--- src/rtl/count_seq_ctrl.sv ---
// rtl/count_seq_ctrl.sv - run/pause/clear sequencer for the 8-bit display counter
// Optional build macro: AUTO_RELOAD_EN (terminal count wraps to 0 instead of entering DONE).

module count_seq_debounce #(
    parameter int DEB_CYCLES = 1_000_000
) (
    input  logic clk,
    input  logic reset,
    input  logic key,
    output logic press
);
    localparam int CW = $clog2(DEB_CYCLES + 1);
    localparam logic [CW-1:0] CNT_LAST = CW'(DEB_CYCLES - 1);

    logic          sync_1;
    logic          sync_2;
    logic          stable;
    logic [CW-1:0] cnt;

    // stable only flips after DEB_CYCLES consecutive disagreeing samples; press fires on the falling flip
    always_ff @(posedge clk) begin
        if (reset) begin
            sync_1 <= 1'b1;
            sync_2 <= 1'b1;
            stable <= 1'b1;
            cnt    <= '0;
            press  <= 1'b0;
        end else begin
            sync_1 <= key;
            sync_2 <= sync_1;
            press  <= 1'b0;
            if (sync_2 != stable) begin
                if (cnt == CNT_LAST) begin
                    stable <= sync_2;
                    cnt    <= '0;
                    press  <= ~sync_2;
                end else begin
                    cnt <= cnt + CW'(1);
                end
            end else begin
                cnt <= '0;
            end
        end
    end
endmodule

module count_seq_ctrl #(
    parameter int         CLK_HZ     = 50_000_000,
    parameter int         TICK_HZ    = 1,
    parameter int         DEB_CYCLES = 1_000_000,
    parameter logic [7:0] MAX_COUNT  = 8'd99
) (
    input  logic       CLOCK_50,
    input  logic       Reset,
    input  logic       KEY_go,
    input  logic       KEY_clr,
    input  logic [7:0] Q,
    output logic       En,
    output logic       Clr,
    output logic [1:0] State,
    output logic       Tick
);
    localparam int TICK_DIV = CLK_HZ / TICK_HZ;
    localparam int PW       = $clog2(TICK_DIV);
    localparam logic [PW-1:0] TICK_LAST = PW'(TICK_DIV - 1);

    localparam logic [1:0] ST_IDLE  = 2'b00;
    localparam logic [1:0] ST_RUN   = 2'b01;
    localparam logic [1:0] ST_PAUSE = 2'b10;
    localparam logic [1:0] ST_DONE  = 2'b11;

    logic          go_ev;
    logic          clr_ev;
    logic [PW-1:0] presc;
    logic [1:0]    state_next;
    logic          en_next;
    logic          clr_next;
    logic          at_max;

    count_seq_debounce #(.DEB_CYCLES(DEB_CYCLES)) u_deb_go (
        .clk   (CLOCK_50),
        .reset (Reset),
        .key   (KEY_go),
        .press (go_ev)
    );

    count_seq_debounce #(.DEB_CYCLES(DEB_CYCLES)) u_deb_clr (
        .clk   (CLOCK_50),
        .reset (Reset),
        .key   (KEY_clr),
        .press (clr_ev)
    );

    assign Tick   = (State == ST_RUN) && (presc == TICK_LAST);
    // an out-of-range preload behaves like reaching the terminal value
    assign at_max = (Q >= MAX_COUNT);

    always_comb begin
        state_next = State;
        en_next    = 1'b0;
        clr_next   = 1'b0;
        if (clr_ev) begin
            state_next = ST_IDLE;
            clr_next   = 1'b1;
        end else begin
            case (State)
                ST_IDLE: if (go_ev) state_next = ST_RUN;
                ST_RUN: begin
                    if (go_ev) begin
                        state_next = ST_PAUSE;
                    end else if (Tick) begin
                        if (at_max) begin
`ifdef AUTO_RELOAD_EN
                            clr_next = 1'b1;
`else
                            state_next = ST_DONE;
`endif
                        end else begin
                            en_next = 1'b1;
                        end
                    end
                end
                ST_PAUSE: if (go_ev) state_next = ST_RUN;
                ST_DONE: begin
                    if (go_ev) begin
                        state_next = ST_RUN;
                        clr_next   = 1'b1;
                    end
                end
                default: state_next = ST_IDLE;
            endcase
        end
    end

    // prescaler only advances while staying in RUN, so a pause keeps the partial period
    always_ff @(posedge CLOCK_50) begin
        if (Reset) begin
            State <= ST_IDLE;
            En    <= 1'b0;
            Clr   <= 1'b0;
            presc <= '0;
        end else begin
            State <= state_next;
            En    <= en_next;
            Clr   <= clr_next;
            if (state_next == ST_IDLE || state_next == ST_DONE) begin
                presc <= '0;
            end else if (State == ST_RUN && state_next == ST_RUN) begin
                presc <= Tick ? '0 : presc + PW'(1);
            end
        end
    end
endmodule

--- config.mk ---
export PLATFORM = sky130hd
export DESIGN_NAME = count_seq_ctrl
export DESIGN_NICKNAME = d
export VERILOG_FILES = /design/src/rtl/count_seq_ctrl.sv
export SDC_FILE = /design/constraint.sdc
export NUM_CORES = 1
export LEC_CHECK = 0
export ABC_AREA = 1
export BUFFER_PORTS_ARGS = -buffer_cell sky130_fd_sc_hd__buf_4
export CORE_MARGIN = 5
export CORE_UTILIZATION = 45
export DETAILED_ROUTE_END_ITERATION = 8
export PLACE_DENSITY_LB_ADDON = 0.12
export SETUP_SLACK_MARGIN = 0.2
export SYNTH_ARGS = -nofsm -noshare
export SYNTH_HDL_FRONTEND = slang
export SYNTH_SLANG_ARGS = --single-unit
export TNS_END_PERCENT = 10
--- constraint.sdc ---
create_clock -name CLOCK_50 -period 3.01 [get_ports CLOCK_50]
set_clock_uncertainty 0.2 [all_clocks]
set_input_delay 0.1505 -clock CLOCK_50 [delete_from_list [all_inputs] [get_ports CLOCK_50]]
set_output_delay 0.1505 -clock CLOCK_50 [all_outputs]
set_load 0.005 [all_outputs]
==> impl_results.rst <==
.. list-table::
   :header-rows: 1

   * - Metric
     - Value
   * - Outcome
     - completed
   * - # H-tree levels
     - 3
   * - FF+latch count, synth
     - 78
   * - Number of filler cells placed in the layout
     - 902
   * - Leakage component of the power
     - 1.63 nW
   * - Top library cells by usage in the layout, fill and taps aside
     - 121 x nand2_1, 87 x nor2_1, 78 x dfxtp_1
   * - Area overhead of the layout relative to synthesis
     - 14.5%
   * - Post-DP HPWL
     - 6410 µm
   * - CTS root buffer
     - clkbuf_8
   * - Class of the most critical setup path
     - flip-flop to flip-flop
   * - TritonCTS buffer count
     - 9
   * - Aggregate global-route resource usage
     - 16.0%
   * - Maximum buffer depth of the clock tree
     - 2
   * - Seq/Total Area, Yosys
     - 37.8%
   * - Sequential cell fraction of total power
     - 50.4%
   * - Startpoint of the most critical register-to-register path
     - presc[0]
   * - Worst vdd ir
     - 0.195 mV
   * - Most area-consuming cells after synthesis
     - dfxtp_1 38%, nand2_1 11%, nor2_1 7.9%, inv_1 5.3%, nand3_1 3.8%
   * - Max-cap check violation count
     - 0
   * - Clock network power share
     - 48.0%
   * - Startpoint class of the critical path
     - flip-flop
   * - Overflow left after global routing
     - 0
   * - Max Transition Viols Final
     - 0
   * - Routed wire per std cell
     - 11.6 µm
   * - Number of distinct library cell variants in the gate-level netlist after synthesis
     - 43
   * - Crit path capture type
     - flip-flop
   * - Part of the total power dissipated in combinational logic
     - 1.6%
   * - Row count
     - 35
   * - Number of DRC markers after the initial detailed-route iteration
     - 89
   * - Post-synth design cell area
     - 4130 µm²
   * - Std-Cell Core Area
     - 9110 µm²
   * - Residual DRC count
     - 0
   * - Mapped Avg Cell Area
     - 7.21 µm²
   * - Power dissipated by switching net loads
     - 0.405 mW
   * - Post-route setup TNS
     - 0 ns
   * - Most frequent standard cell in the layout excluding fill and tap cells
     - nand2_1
   * - Nets in the synthesized netlist
     - 589
   * - Worst Path Arrival
     - 2.59 ns
   * - Class of the most critical hold timing path
     - input port to flip-flop
   * - Largest area contributor in the netlist
     - dfxtp_1
   * - Pin count of the biggest net entering global routing
     - 21
   * - Share of the core filled with cells
     - 52.0%
   * - Wire length of the first global-routing pass
     - 14900 µm
   * - Post-Place Worst Slack
     - 0.347 ns
   * - Count of placed standard cells including taps
     - 696
   * - Detailed-route via count
     - 3499
   * - Final Wtd Congestion
     - 0.847
   * - Synth Instances
     - 573
   * - RSZ-0062 raised after global routing
     - false
   * - CP Cell Sequence
     - ha_1, nand2_2, nor2_4, nand2_4, nor2_2, nand3_1, nand2_1, a21boi_0, ha_1, nand2_8, buf_4, nor2_4, nand2_2, nor3_1, nor2_1
   * - DRT antenna net count
     - 0
   * - Power density cells
     - 434 nW/µm²
   * - Minimum clock period
     - 2.54 ns
   * - Remaining max-slew budget at the tightest pin
     - 51.5%
   * - Count of nets after finishing
     - 623
   * - Design Power
     - 2.06 mW
   * - Initial core utilization
     - 45.4%
   * - Total cell area at the placement stage
     - 4360 µm²
   * - Share of cells above drive strength 1
     - 18.1%
   * - Portion of synthesized cell area occupied by the leading cell type
     - 37.8%
   * - Critical path's slowest cell
     - dfxtp_1
   * - Required time worst endpoint
     - 3.06 ns
   * - Vias per inst
     - 4.84
   * - Non-filler instance count after layout
     - 723
   * - Critical path's largest stage delay
     - 0.34 ns
   * - First element of the critical path
     - presc[0]
   * - Slack of the critical path
     - 0.466 ns
   * - Initial antenna violation count
     - 0
   * - Tightest hold margin
     - 0.00368 ns
   * - Die area
     - 11200 µm²
   * - Total inserted antenna cells
     - 0
   * - Maximum frequency from static timing analysis
     - 393 MHz
   * - Clock network latency to the later pin of the worst-skew pair
     - 0.35 ns
   * - Clk slew on worst S/H paths
     - 0.09 ns
   * - Number of global-route vias before repair
     - 3346
   * - Fraction of power spent switching nets
     - 19.7%
   * - Fraction of the cycle the final worst path needs
     - 84.5%
   * - Number of sinks on the clock net
     - 78
   * - Yosys synthesis warning count
     - 0
   * - Transition time at the pin with the least slew margin
     - 0.725 ns
   * - Count of pins on the block boundary
     - 17
   * - Iteration count of the initial detailed-routing pass
     - 4
   * - Number of buffers added on ports
     - 16
   * - Int Pwr
     - 1.65 mW
   * - Final Hold Fails
     - 0
   * - Hold Path Origin
     - Q[6]
   * - DIE WIDTH
     - 106 µm
   * - Final setup violating endpoints
     - 0
   * - Clock tree from TritonCTS
     - yes
   * - Maximum fanout along the worst path
     - 7
   * - Total wire length
     - 8400 µm
   * - Design Area, Final
     - 4730 µm²
   * - Vertical extent of the die
     - 106 µm
-- area by class of cell --
class	count	area, µm²	area share [%]
sequential	78	1560	33.0
clock buffer	11	151	3.20
tap	111	139	2.93
inverter	69	267	5.63
clock inverter	5	104	2.19
multi-input combinational	421	2270	48.0
timing repair buffer	28	238	5.02
-- routing by layer --
| layer | wire length, µm | GRT usage, % |
|---|---|---|
| met1 | 4070 | 19.9 |
| met5 | 0 | 0 |
| met4 | 170 | 6.29 |
| met3 | 152 | 2.57 |
| met2 | 4010 | 27.6 |
-- logic make-up after synthesis --
logic type               share of synthesized area (%)
XOR/XNOR                                          3.81
flip-flops                                        37.8
AO/OA/AOI/OAI                                     4.66
adder cells (fa/ha/maj)                           1.21
AND/OR/NAND/NOR                                   45.0
multiplexers                                     0.242
buffers and inverters                             7.33
-- Yosys cell counts (all sizes together) --
cell type	count
mux2i	1
a21boi	1
a31oi	1
a21oi	26
nor2	106
xnor2	4
clkbuf	1
inv	69
dfxtp	78
nor4	2
nand4	21
xor2	14
ha	4
or2	14
nor3b	4
and2	2
o21bai	1
o21ai	6
nand3b	2
nand3	39
nor3	36
buf	4
a211oi	1
nand2	136
-- final timing paths --
check,cells past startpoint,slack (ns),endpoint
max,15,0.47,presc[19]
min,6,0.004,En
min reg2reg,1,0.21,u_deb_go.sync_2
max reg2reg,15,0.47,presc[19]
-- what timing repair did --
action / 4_1_cts / 5_1_grt
hold buffers: 6 / 0
resized for setup: 0 / 1
endpoints found under the setup margin: 0 / 10
hold endpoints to repair: 12 / 0
buffers inserted: 0 / 5
-- worst max-delay path, delay by kind of cell, from the launching register on --
family | cells | cell delay (ns)
AO/OA/AOI/OAI | 1 | 0.18
flip-flops | 1 | 0.34
AND/OR/NAND/NOR | 11 | 1.06
buffers and inverters | 1 | 0.16
adder cells (fa/ha/maj) | 2 | 0.50
-- sequential cells by signal, indices dropped and copies added (netlist names), 2 cells and up --
register,count
State,2
u_deb_go.cnt,20
u_deb_clr.cnt,20
presc,26
-- power by group through the flow --
stage               logic (mW)  clock network (mW)  registers, mW
finish                  0.0328               0.988           1.04
global route            0.0371                1.05           1.04
CTS                     0.0333                1.02           1.04
detailed placement      0.0272                   0           1.06
global placement        0.0267                   0           1.06
floorplan               0.0137                   0           1.06
Note: power is estimated with default switching activity, not from simulation.
